==> src/rtl/mem_port_arbiter.sv <==
// Two-requester arbiter for the single external memory port: MEM has priority over IF,
// cancelled fetches are drained and discarded, and per-requester wait flags feed the stall logic.
module mem_port_arbiter #(
    parameter int WORD_W = 16,
    parameter int ADDR_W = 16
) (
    input  logic              Clk,
    input  logic              Reset_N,
    input  logic              if_req,
    input  logic [ADDR_W-1:0] if_addr,
    input  logic              if_cancel,
    output logic              if_ack,
    output logic [WORD_W-1:0] if_rdata,
    output logic              if_wait,
    input  logic              mem_rd,
    input  logic              mem_wr,
    input  logic [ADDR_W-1:0] mem_addr,
    input  logic [WORD_W-1:0] mem_wdata,
    output logic              mem_ack,
    output logic [WORD_W-1:0] mem_rdata,
    output logic              mem_wait,
    input  logic              halt,
    output logic              ext_req,
    output logic              ext_we,
    output logic [ADDR_W-1:0] ext_addr,
    output logic [WORD_W-1:0] ext_wdata,
    input  logic              ext_ready,
    input  logic [WORD_W-1:0] ext_rdata
);

    typedef enum logic [1:0] {
        IDLE     = 2'd0,
        BUSY_IF  = 2'd1,
        BUSY_MEM = 2'd2,
        DRAIN_IF = 2'd3
    } state_t;

    state_t              state_q, state_d;
    logic                ext_req_q, ext_req_d;
    logic                ext_we_q, ext_we_d;
    logic [ADDR_W-1:0]   ext_addr_q, ext_addr_d;
    logic [WORD_W-1:0]   ext_wdata_q, ext_wdata_d;

    logic mem_req;
    logic do_arb;
    logic allow_if;
    logic allow_mem;

    assign mem_req = mem_rd | mem_wr;

    always_comb begin
        state_d     = state_q;
        ext_req_d   = ext_req_q;
        ext_we_d    = ext_we_q;
        ext_addr_d  = ext_addr_q;
        ext_wdata_d = ext_wdata_q;
        do_arb      = 1'b0;
        allow_if    = 1'b1;
        allow_mem   = 1'b1;

        // The requester completing this cycle still shows its old request, so it is masked out.
        case (state_q)
            IDLE: do_arb = 1'b1;
            BUSY_IF: begin
                if (ext_ready) begin
                    do_arb   = 1'b1;
                    allow_if = 1'b0;
                end else if (if_cancel) begin
                    state_d = DRAIN_IF;
                end
            end
            BUSY_MEM: begin
                if (ext_ready) begin
                    do_arb    = 1'b1;
                    allow_mem = 1'b0;
                end
            end
            DRAIN_IF: begin
                if (ext_ready) do_arb = 1'b1;
            end
            default: state_d = IDLE;
        endcase

        if (do_arb) begin
            if (halt) begin
                state_d   = IDLE;
                ext_req_d = 1'b0;
            end else if (allow_mem && mem_req) begin
                state_d     = BUSY_MEM;
                ext_req_d   = 1'b1;
                ext_we_d    = mem_wr;
                ext_addr_d  = mem_addr;
                ext_wdata_d = mem_wdata;
            end else if (allow_if && if_req && !if_cancel) begin
                state_d     = BUSY_IF;
                ext_req_d   = 1'b1;
                ext_we_d    = 1'b0;
                ext_addr_d  = if_addr;
                ext_wdata_d = '0;
            end else begin
                state_d   = IDLE;
                ext_req_d = 1'b0;
            end
        end
    end

    always_ff @(posedge Clk or negedge Reset_N) begin
        if (!Reset_N) begin
            state_q     <= IDLE;
            ext_req_q   <= 1'b0;
            ext_we_q    <= 1'b0;
            ext_addr_q  <= '0;
            ext_wdata_q <= '0;
        end else begin
            state_q     <= state_d;
            ext_req_q   <= ext_req_d;
            ext_we_q    <= ext_we_d;
            ext_addr_q  <= ext_addr_d;
            ext_wdata_q <= ext_wdata_d;
        end
    end

    assign ext_req   = ext_req_q;
    assign ext_we    = ext_we_q;
    assign ext_addr  = ext_addr_q;
    assign ext_wdata = ext_wdata_q;

    assign if_ack    = ext_ready && (state_q == BUSY_IF) && !if_cancel;
    assign mem_ack   = ext_ready && (state_q == BUSY_MEM);
    assign if_rdata  = if_ack  ? ext_rdata : '0;
    assign mem_rdata = mem_ack ? ext_rdata : '0;
    assign if_wait   = if_req && !if_ack;
    assign mem_wait  = mem_req && !mem_ack;

endmodule

==> config.mk <==
export PLATFORM = sky130hd
export DESIGN_NAME = mem_port_arbiter
export DESIGN_NICKNAME = d
export VERILOG_FILES = /design/src/rtl/mem_port_arbiter.sv
export SDC_FILE = /design/constraint.sdc
export NUM_CORES = 1
export LEC_CHECK = 0
export CAP_MARGIN = 20
export CELL_PAD_IN_SITES_DETAIL_PLACEMENT = 1
export CELL_PAD_IN_SITES_GLOBAL_PLACEMENT = 1
export CORE_MARGIN = 3
export CORE_UTILIZATION = 23
export CTS_CLUSTER_SIZE = 20
export DETAILED_ROUTE_END_ITERATION = 10
export GPL_TIMING_DRIVEN = 0
export HOLD_SLACK_MARGIN = 0.03
export PLACE_DENSITY = 0.81
export RECOVER_POWER = 25
export SLEW_MARGIN = 20
export SYNTH_ARGS = -nofsm -noshare
export SYNTH_HDL_FRONTEND = slang
export SYNTH_SLANG_ARGS = --single-unit
==> constraint.sdc <==
create_clock -name Clk -period 2 [get_ports Clk]
set_clock_uncertainty 0.2 [all_clocks]
set_input_delay 0.3 -clock Clk [delete_from_list [all_inputs] [get_ports Clk]]
set_output_delay 0.3 -clock Clk [all_outputs]
set_load 0.05 [all_outputs]
==> results by stage, run 1 <==
Status:
- The run finished, with violations left.
- The final reports fail on negative setup slack.

Power and ir drop:
- In this run the static leakage power is 1.92 nW.
- The combinational share of power is 54.2%.
- The power density of the placed cells is 826 mW/mm^2.
- The overall power consumption is 0.00338 W.
- Sequential cells account for 29.4% of the total power.
- Internal power comes to 0.00195 W.
- Across the VDD grid, the largest voltage drop is 0.562 mV.
- The clock network fraction of total power is 16.5%.
- Net switching is between 40 and 50% of the power.
- In this run the power spent charging and discharging nets is 0.00143 W.

Cells and area:
- The library cell used most frequently in the layout, excluding fill and tap cells, is sky130_fd_sc_hd__clkdlybuf4s50_1.
- The post-route netlist has 40.4% of its cells at a drive strength greater than 1.
- The library cells used most frequently in the layout, excluding fill and tap cells, are sky130_fd_sc_hd__clkdlybuf4s50_1, sky130_fd_sc_hd__dfrtp_1, sky130_fd_sc_hd__buf_8, sky130_fd_sc_hd__and2_4, sky130_fd_sc_hd__buf_4.
- Cells fill a little under three fifths of the core in the end.
- The final layout contains between 400 and 500 nets.
- 0 antenna diodes ended up in the layout.
- The layout overhead on the synthesized area is 134%.

Place:
- The wire-length estimate of the detail-placed layout is between 5 and 6 mm.
- The count of buffers added on input and output ports is about 140.
- At the end of routability-driven placement, the weighted congestion stood at around 0.64.

GRT:
- The number of global-route vias before repair came to around 2300.
- The global-route wire length before repair is approximately 12 mm.
- Entering global routing, the biggest net connects 20 pins.
- The number of antenna violations at the first check in global routing is 0.
- The total global routing overflow is 0.
- The global-route usage over all layers is 17.7%.

Timing:
- Subtracting the final worst setup slack from the clock period gives roughly 2200 ps.
- The relative max-transition margin is 32.8%.
- For this run, the top clock speed supported by timing is 465 MHz.
- The count of endpoints failing setup in the final report is 43.
- Setup repair after global routing could not meet its margin everywhere.
- Of the available clock period, the critical path in the final layout requires 108%.
- The setup slack of the critical path after layout is -153 ps.
- For the pin with the worst max-slew slack, the measured transition is 1010 ps.
- The hold violation total from the final report came to 0.
- The number of slew-limit violations in the final report is 0.

Synthesis:
- Sequential elements use between 50% and 60% of the synthesized area.
- The net count after synthesis is 226.
- The share of the synthesized area in the top cell type is 51.5%.
- Synthesis handed over a netlist of 154 instances.
- The distinct cell type count after synthesis is 25.
- The largest total area in the synthesized netlist belongs to sky130_fd_sc_hd__dfrtp_1.
- The synthesized design contains 36 register bits.
- The post-synth design cell area is 0.00175 mm^2.
- Yosys printed 0 warnings.
- Sorting the synthesized cells by area gives the leading types as sky130_fd_sc_hd__dfrtp_1, sky130_fd_sc_hd__and2_1, sky130_fd_sc_hd__a22o_1.
- Each instance of the synthesized netlist takes up on average 11.4 um^2.

Floorplan:
- The initial core utilization is 23.9%.
- The floorplan die area is ~0.0087 mm^2.
- The row count is 31.
- The area of the core is 0.00733 mm^2.
- The die height is just over 90 um.
- approximately 140 I/O pins were placed.
- The width of the chip is 93.2 um.

CTS:
- The buffer levels on the longest clock path is 2.
- In this run the clock root is driven by a sky130_fd_sc_hd__clkbuf_8.
- CTS built an H-tree with a depth of 2.
- The latest clock arrival within the worst-skew pair is 280 ps.
- Clock tree synthesis inserted a total of 5 buffers.
- The clock slew seen by the registers of the worst setup and hold paths is 80 ps.
- The TritonCTS clock tree is yes.
- The total number of clock tree sinks is 36.

Drt:
- Across all layers, the routed design uses around 2100 vias.
- The routed wire length is approximately 9.2 mm.
- The post-route DRC violation count is 0.
- The routed length per placed instance is approximately 21 um.
- The first-iteration detailed-routing DRC count is 22.
- In the routed layout, each cell is associated on average with a via count of between 4 and 5.
- In this run the remaining antenna-violating nets after routing total 0.
- The first detailed-routing pass took 4 iterations.

Setup path:
- At the worst endpoint, the arrival time is 1650 ps.
- The startpoint type of the worst setup path is a flip-flop.
- The data required time at the worst endpoint is 1500 ps.
- The start-to-end type of the worst setup path is flip-flop to primary output.
- The maximum fanout encountered on the critical timing path is 5.
- The internal reg-to-reg setup slack is -40 ps.
- The endpoint kind of the worst setup timing path is a primary output.

Job:
- Across the run, the number of max-cap violations was 0.

Worst hold path:
- The kind of path behind the tightest hold check is flip-flop to flip-flop.
-- final timing paths --
kind / from / end / cells after the start
setup / recovery: state_q[1] / if_rdata[14] / 7
hold / removal: ext_req / ext_req / 2
setup reg to reg: state_q[1] / ext_wdata[14] / 8
hold reg to reg: ext_req / ext_req / 2
max in group asynchronous: Reset_N / state_q[0] / 3
min in group asynchronous: Reset_N / ext_wdata[7] / 2
-- Yosys cell counts, drive strengths merged --
library cell / instances
or2: 1
nor2: 4
and3b: 1
clkbuf: 5
a22o: 17
o41a: 1
o2111ai: 1
o22ai: 17
nor2b: 4
a2bb2oi: 16
and2: 32
nand2: 2
nor3: 1
inv: 3
o21a: 1
nand3b: 1
dfrtp: 36
and3: 1
o21ba: 1
o21ai: 2
o32ai: 1
buf: 6
-- cell families (layout without fill, tap and decap cells) --
kind of cell / Yosys count / count (layout) / share of synthesized area [%]
AO/OA/AOI/OAI: 57 / 57 / 26.8
buffers and inverters: 14 / 193 / 5.00
flip-flops: 36 / 36 / 51.5
AND/OR/NAND/NOR: 47 / 48 / 16.7
-- final cells by class --
type	count	area [um^2]
well taps	99	124
inverters	3	16.3
fillers	740	3230
flip-flops and latches	36	901
clock inverters	2	13.8
repair buffers	171	1870
plain buffers	11	131
multi-input cells	105	962
clock buffers	6	82.6
-- worst max-delay path: stages, from the launching register on --
cell and delay, ps:
sky130_fd_sc_hd__dfrtp_1 380, sky130_fd_sc_hd__nand3b_1 190, sky130_fd_sc_hd__buf_4 160, sky130_fd_sc_hd__nor2_4 100, sky130_fd_sc_hd__buf_8 120, sky130_fd_sc_hd__buf_6 120, sky130_fd_sc_hd__and2_4 150, sky130_fd_sc_hd__buf_8 140
-- registers in the layout (all words and copies together) (netlist names) --
name and cells:
ext_req 1, state_q 2, ext_wdata 16, ext_we 1
ext_addr 16
-- per-layer routing --
layer,track usage (%),share of wire (%)
met5,0,0
met4,2.93,1.3
met2,33.5,52
met1,19.1,37
met3,6.11,9.3
-- repair_timing --
action                                  CTS  global route
gates resized for setup                 287            86
cloned                                    3             2
endpoints found under the setup margin   67            75
endpoints found under the hold margin    18             0
buffers inserted                         15             9
pin swaps                                 7            13
hold buffers                              1             0
-- power by group through the flow --
| stage | logic (W) | clock network, W | registers (W) |
|---|---|---|---|
| floorplan | 0.000415 | 0 | 0.00154 |
| global placement | 0.00159 | 0 | 0.000991 |
| detailed placement | 0.00161 | 0 | 0.000995 |
| CTS | 0.00171 | 0.000571 | 0.000985 |
| global route | 0.00190 | 0.000609 | 0.00101 |
| finish | 0.00183 | 0.000558 | 0.000993 |
-- through the flow --
stage	setup TNS (ps)	setup slack, ps	hold slack [ps]	cells	area, um^2
6_report	-3290	-153	292	433	4100
5_1_grt	-7700	-231	298	433	4100
4_1_cts	-2400	-171	278	422	3750
3_5_place_dp	-53090	-1270	76.6	395	3340
3_3_place_gp	-65600	-1230	255	394	3320
2_1_floorplan	0	2.35	-196	154	1790
No activity file was read; power rests on OpenSTA's default activity.
==> run 2, diff against run 1 <==
- clock period: 2 -> 2.4 ns (I/O delays scaled with it)
==> results by stage, run 2 (synthesized netlist as in run 1, its figures left out) <==
Status:
- The run finished with clean final reports.

Floorplan:
- The width of the chip is 93.2 um (unchanged).
- The floorplan die area is 0.00869 mm^2 (unchanged).
- The die height is 93.2 um (unchanged).
- The initial core utilization came to 23.9% (unchanged).
- The area of the core was 0.00733 mm^2 (unchanged).
- The row count was 31 (unchanged).
- The number of primary I/O pins was 142 (unchanged).

Power and ir drop:
- The overall power consumption was 0.00259 W (-23%).
- The leakage power came to 1.42 nW (-26%).
- The power density of the placed cells is 775 mW/mm^2 (-6.2%).
- The highest ir drop seen on vdd is 0.392 mV (-30%).

CTS:
- The buffer levels on the longest clock path is 2 (unchanged).
- The number of buffers created by CTS came to 5 (unchanged).
- The total number of clock tree sinks came to 36 (unchanged).
- The TritonCTS clock tree is yes.
- The H-tree depth is 2 (unchanged).
- The clock root buffer master is sky130_fd_sc_hd__clkbuf_8.
- The latest clock arrival within the worst-skew pair was 280 ps (about the same).
- The clock slew seen by the registers of the worst setup and hold paths is 70 ps (about the same).

Setup path:
- The number of cell instances on the worst register-to-register path came to 6 (-2).
- The setup path with the least slack is of type flip-flop to primary output.
- The reg-to-reg critical path endpoint is ext_addr[7].
- The maximum fanout encountered on the critical timing path was 10 (+5).
- The data arrival time of the critical path was 1730 ps (+80 ps).
- The data required time at the worst endpoint is 1840 ps (+340 ps).
- The internal reg-to-reg setup slack is 320 ps (+360 ps).
- The worst register-to-register path begins at state_q[0].
- The endpoint kind of the worst setup timing path is a primary output.
- The startpoint type of the worst setup path is a flip-flop.

Timing:
- The hold violation total from the final report was 0 (unchanged).
- Timing would allow up to 437 MHz.
- The relative max-transition margin is 31.8% (-1.1 points).
- The minimum clock period after layout is 2290 ps.
- Dividing the final minimum period by the clock period gives 95.3%.
- The number of slew-limit violations in the final report was 0 (unchanged).
- The count of endpoints failing setup in the final report is 0 (-100%).
- The sum of negative setup slack was 0 ps (+3290 ps).
- The worst-margin pin slew is 1020 ps (+16.1 ps).
- Setup repair after global routing left no endpoint under its margin.

Cells and area:
- The multi-input combinational cell area is 769 um^2 (-20%).
- The layout overhead on the synthesized area is 91.1%.
- In the layout the commonest cells are sky130_fd_sc_hd__clkdlybuf4s50_1, sky130_fd_sc_hd__dfrtp_1, sky130_fd_sc_hd__and2_1.
- The number of filler cells placed in the layout is 805 (+8.8%).
- The layout cell share with drive strength beyond 1 is 19.6% (-21 points).
- The count of nets after finishing is 377 (-6.9%).
- The final core area utilization came to 45.6% (-10 points).
- The number of inserted diodes was 0 (unchanged).
- The library cell used most frequently in the layout, excluding fill and tap cells, is sky130_fd_sc_hd__clkdlybuf4s50_1.
- The flip-flop and latch area is 901 um^2 (unchanged).

Drt:
- The routed wire length came to 6.90 mm (-25%).
- The length of the first detailed-routing pass in iterations is 4 (unchanged).
- The routed length per placed instance is 17.0 um (-20%).
- The first-iteration detailed-routing DRC count is 58 (+160%).
- The post-detailed-route via-to-cell ratio came to 4.62 (-5.4%).
- The post-route DRC violation count is 0 (unchanged).
- The detailed-route via count is 1872 (-12%).
- The number of nets with antenna violations after routing is 0 (unchanged).

GRT:
- The total global routing overflow is 0 (unchanged).
- The global-route wire length before repair is 10.5 mm (-13%).
- The global-route usage over all layers came to 15.3% (-2.4 points).
- The number of antenna violations at the first check in global routing is 0 (unchanged).
- The number of global-route vias before repair is 2023 (-10%).
- The largest net degree at the start of global routing is 20 (unchanged).

Place:
- The weighted congestion reported at the end of routability-driven placement was 0.662 (+3.0%).
- The number of buffers inserted by port buffering came to 141 (unchanged).
- The half-perimeter wire length of the detailed placement result is 5.36 mm (-5.1%).

Worst hold path:
- The number of instances on the worst hold path is 2 (unchanged).
- In this run the most critical hold path is launched from ext_req.
- For hold timing, the worst endpoint is ext_req.
- In this run the worst hold path is classified as flip-flop to flip-flop.

Job:
- The count of max-cap constraint violations came to 0 (unchanged).
[run 2: cell types whose count changed in the layout (fill, tap and decap cells not counted), moves of 3 or more]
cell	delta
sky130_fd_sc_hd__buf_6	-16
sky130_fd_sc_hd__buf_2	+10
sky130_fd_sc_hd__and2_4	-27
sky130_fd_sc_hd__a2bb2oi_2	-10
sky130_fd_sc_hd__a2bb2oi_1	+10
sky130_fd_sc_hd__clkdlybuf4s50_1	+23
sky130_fd_sc_hd__buf_8	-27
sky130_fd_sc_hd__dlymetal6s2s_1	-21
sky130_fd_sc_hd__o22ai_1	+5
sky130_fd_sc_hd__and2_1	+27
sky130_fd_sc_hd__clkbuf_1	+3
sky130_fd_sc_hd__buf_4	-5
sky130_fd_sc_hd__o22ai_2	-5
sky130_fd_sc_hd__clkdlybuf4s15_2	+8
[run 2: worst max-delay path by stage]
stage,startpoint,cells after the start,endpoint,slack [ps]
2_1_floorplan,state_q[1],4,if_rdata[10],120
3_3_place_gp,ext_ready,6,if_rdata[13],-910
3_5_place_dp,ext_ready,6,if_rdata[10],-1010
4_1_cts,state_q[1],5,if_rdata[8],70
5_1_grt,state_q[0],5,mem_rdata[10],3
6_report,state_q[0],5,mem_rdata[10],110
[run 2: metrics by stage]
stage               worst slack [ps]  cells  instance area (um^2)  hold slack, ps
floorplan                        118    154                  1750            -136
CTS                             67.1    405                  3370             288
global route                    2.94    405                  3340             328
detailed placement             -1010    395                  3310             149
global placement                -910    394                  3290             253
finish                           113    405                  3340             282
[run 2: layout make-up]
cell class | instances | share of cell area (%)
Sequential cell | 36 | 26.9
Tap cell | 99 | 3.70
Inverter | 3 | 0.412
Clock buffer | 7 | 2.58
Timing Repair Buffer | 144 | 40.6
Buffer | 11 | 2.54
Clock inverter | 1 | 0.224
Multi-Input combinational cell | 104 | 23.0
[run 2: report_power, final]
group          leakage (nW)  switching (W)  internal [W]
Combinational         0.953       0.000802      0.000513
Sequential            0.426      0.0000808      0.000740
Clock                0.0445       0.000224      0.000233
Total                  1.42        0.00111       0.00149
[run 2: per-layer routing]
layer	up-vias	wire [um]	share of wire, %	GRT usage (%)
met1	885	2850	41	18.0
li1	875	-	-	-
met3	6	840	12	6.03
met2	106	3160	46	25.8
met4	0	57	0.83	4.52
met5	-	0	0	0
[run 2: timing repair]
action / in CTS / in global routing
hold buffers: 1 / 0
gates resized for setup: 185 / 1
pin swaps: 1 / 1
buffers inserted: 1 / 0
setup endpoints to repair: 36 / 5
hold endpoints to repair: 18 / 0
gates cloned: 0 / 0
[run 2: worst max-delay path, stage by stage, from the launching register on]
cell and delay [ps]:
sky130_fd_sc_hd__dfrtp_1 430, sky130_fd_sc_hd__and3b_1 280, sky130_fd_sc_hd__clkbuf_4 200, sky130_fd_sc_hd__clkbuf_4 190, sky130_fd_sc_hd__and2_1 140, sky130_fd_sc_hd__buf_4 200
==> run 3, diff against run 2 <==
==> constraint.sdc (replaced) <==
create_clock -name Clk -period 2.4 [get_ports Clk]
set_clock_uncertainty 0.2 [all_clocks]
set_input_delay 0.36 -clock Clk [delete_from_list [all_inputs] [get_ports Clk]]
set_output_delay 0.36 -clock Clk [all_outputs]
set_load 0.01 [all_outputs]
==> results by stage, run 3 (synthesized netlist as in run 1, its figures left out) <==
Timing:
- The number of slew-limit violations in the final report is 0 (unchanged).
- The sum of negative setup slack came to 0 ps (unchanged).
- The worst slack on hold paths is 297 ps (+14.7 ps).
- The count of endpoints failing setup in the final report came to 0 (unchanged).
- Setup repair after global routing left no endpoint under its margin.
- The worst-margin pin slew is 702 ps (-322 ps).
- The minimum clock period after layout is 2240 ps (-49.7 ps).
- The hold violation total from the final report came to 0 (unchanged).
- The timing-limited maximum frequency is 447 MHz (+2.2%).
- The share of the cycle needed by the critical path after routing was 93.2% (-2.1 points).
- The relative max-transition margin came to 53.2% (+21 points).

Cells and area:
- The finished layout cell area came to 0.00345 mm^2 (+3.0%).
- The flip-flop and latch area was 901 um^2 (unchanged).
- The number of filler cells placed in the layout is 815 (+1.2%).
- The count of nets after finishing is 381 (+1.1%).
- The layout cell share with drive strength beyond 1 is 10.0% (-9.6 points).
- In the layout the commonest cells are sky130_fd_sc_hd__clkdlybuf4s50_1, sky130_fd_sc_hd__dfrtp_1, sky130_fd_sc_hd__and2_1.
- The most common cell after layout, fill and taps aside is sky130_fd_sc_hd__clkdlybuf4s50_1.
- The count of non-filler cells in the finished layout is 409 (+0.99%).
- The layout overhead on the synthesized area is 96.9%.
- The multi-input combinational cell area was 771 um^2 (+0.16%).
- The number of inserted diodes is 0 (unchanged).

Floorplan:
- The width of the chip is 93.2 um (unchanged).
- The row count is 31 (unchanged).
- The die height is 93.2 um (unchanged).
- The floorplan die area came to 0.00869 mm^2 (unchanged).
- The initial core utilization is 23.9% (unchanged).
- The area of the core was 0.00733 mm^2 (unchanged).
- The number of primary I/O pins is 142 (unchanged).

Place:
- The weighted congestion reported at the end of routability-driven placement is 0.678 (+2.4%).
- The total instance count after detailed placement is 395 (unchanged).
- The number of buffers inserted by port buffering is 141 (unchanged).
- The placement-stage cell area is 0.00331 mm^2 (about the same).
- The half-perimeter wire length of the detailed placement result is 5.21 mm (-2.7%).

Power and ir drop:
- The power density of the placed cells is 601 mW/mm^2 (-22%).
- The highest ir drop seen on vdd came to 0.292 mV (-26%).
- The leakage power was 1.66 nW (+16%).

Setup path:
- The data required time at the worst endpoint is 1840 ps (about the same).
- The maximum fanout encountered on the critical timing path is 8 (-2).
- The slowest stage of the critical path belongs to the cell sky130_fd_sc_hd__dfrtp_1.
- The endpoint kind of the worst setup timing path is a primary output.
- The maximum single-stage delay on the critical path is 360 ps (-70 ps).
- The most numerous cell type found on the critical path is sky130_fd_sc_hd__buf_4.
- The data arrival time of the critical path came to 1680 ps (-50 ps).
- The most critical setup path has its startpoint at state_q[0].
- The worst setup path is launched from a flip-flop.
- The signal on the critical path passes through buf_4 > nand3b_1 > nor2_4 > buf_4 > and2_1 > dlygate4sd2_1.
- The start-to-end type of the worst setup path is flip-flop to primary output.
- In this run the critical register-to-register path is launched from state_q[0].

GRT:
- The total global routing overflow is 0 (unchanged).
- The largest net degree at the start of global routing is 25 (+25%).
- The number of global-route vias before repair came to 2030 (+0.35%).
- The global-route wire length before repair came to 10.3 mm (-1.5%).
- The global-route usage over all layers is 14.9% (-0.46 points).
- The number of antenna violations at the first check in global routing is 0 (unchanged).

CTS:
- The tree is rooted in a sky130_fd_sc_hd__clkbuf_8.
- The number of buffers created by CTS is 5 (unchanged).
- The latest clock arrival within the worst-skew pair is 280 ps (about the same).
- The H-tree depth is 2 (unchanged).
- TritonCTS built the clock tree.
- The total number of clock tree sinks is 36 (unchanged).
- The clock slew seen by the registers of the worst setup and hold paths is 80 ps (about the same).
- The buffer levels on the longest clock path is 2 (unchanged).

Drt:
- The routed length per placed instance is 16.1 um (-5.8%).
- The routed wire length is 6.57 mm (-4.9%).
- The post-route DRC violation count is 0 (unchanged).
- The length of the first detailed-routing pass in iterations is 2 (-2).
- The first-iteration detailed-routing DRC count was 40 (-31%).
- The number of nets with antenna violations after routing is 0 (unchanged).
- The detailed-route via count was 1831 (-2.2%).
- The post-detailed-route via-to-cell ratio was 4.48 (-3.1%).

Worst hold path:
- The startpoint of the most critical hold path is ext_req.
- The kind of path behind the tightest hold check is flip-flop to flip-flop.

Job:
- The count of max-cap constraint violations came to 0 (unchanged).

Status:
- The run finished with clean final reports.
-- run 3: path summary, 6_finish.rpt --
| path | endpoint | slack [ps] | cells after the start |
|---|---|---|---|
| max in group asynchronous | ext_addr[14] | 530 | 3 |
| max reg2reg | ext_wdata[7] | 250 | 8 |
| max | if_rdata[2] | 160 | 6 |
| min | ext_req | 300 | 2 |
| min in group asynchronous | ext_wdata[15] | 420 | 2 |
| min reg2reg | ext_req | 300 | 2 |
-- run 3: per-stage QoR --
| step | utilization (%) | total power (W) | worst slack (ps) |
|---|---|---|---|
| floorplan | - | 0.00115 | 483 |
| finish | 47.0 | 0.00207 | 163 |
| global route | 47.0 | 0.00220 | 62.1 |
| global placement | 44.8 | 0.00165 | -747 |
| CTS | 46.9 | 0.00211 | 16.4 |
| detailed placement | 45.1 | 0.00167 | -769 |
-- run 3: worst max-delay path, delay by kind of cell (launching register included) --
family | cells | cell delay (ps)
buf+inv | 3 | 580
flops | 1 | 360
simple gates | 3 | 440
-- run 3: routing by layer --
metal  vias to the layer above  share of wire (%)  track usage (%)
met4                         0               0.84             2.56
met2                        62                 53             27.1
li1                        880                  -                -
met1                       884                 40             17.1
met5                         -                  0                0
met3                         5                6.5             4.83
-- run 3: area by class of cell --
class	instances	area share, %
inverters	3	0.399
repair buffers	148	41.9
plain buffers	11	3.01
clock buffers	5	2.00
flip-flops and latches	36	26.1
multi-input cells	104	22.4
clock inverters	3	0.545
well taps	99	3.59
-- run 3: power by group --
group,switching (W),internal [W],total [W]
clock,0.000220,0.000202,0.000422
combinational,0.000310,0.000522,0.000832
sequential,0.0000764,0.000740,0.000817
-- run 3: timing repair --
item | CTS | global route
pin swaps | 1 | 0
hold endpoints to repair | 12 | 0
gates resized for setup | 40 | 9
endpoints found under the setup margin | 36 | 9
setup buffers | 4 | 1
hold buffers | 1 | 0
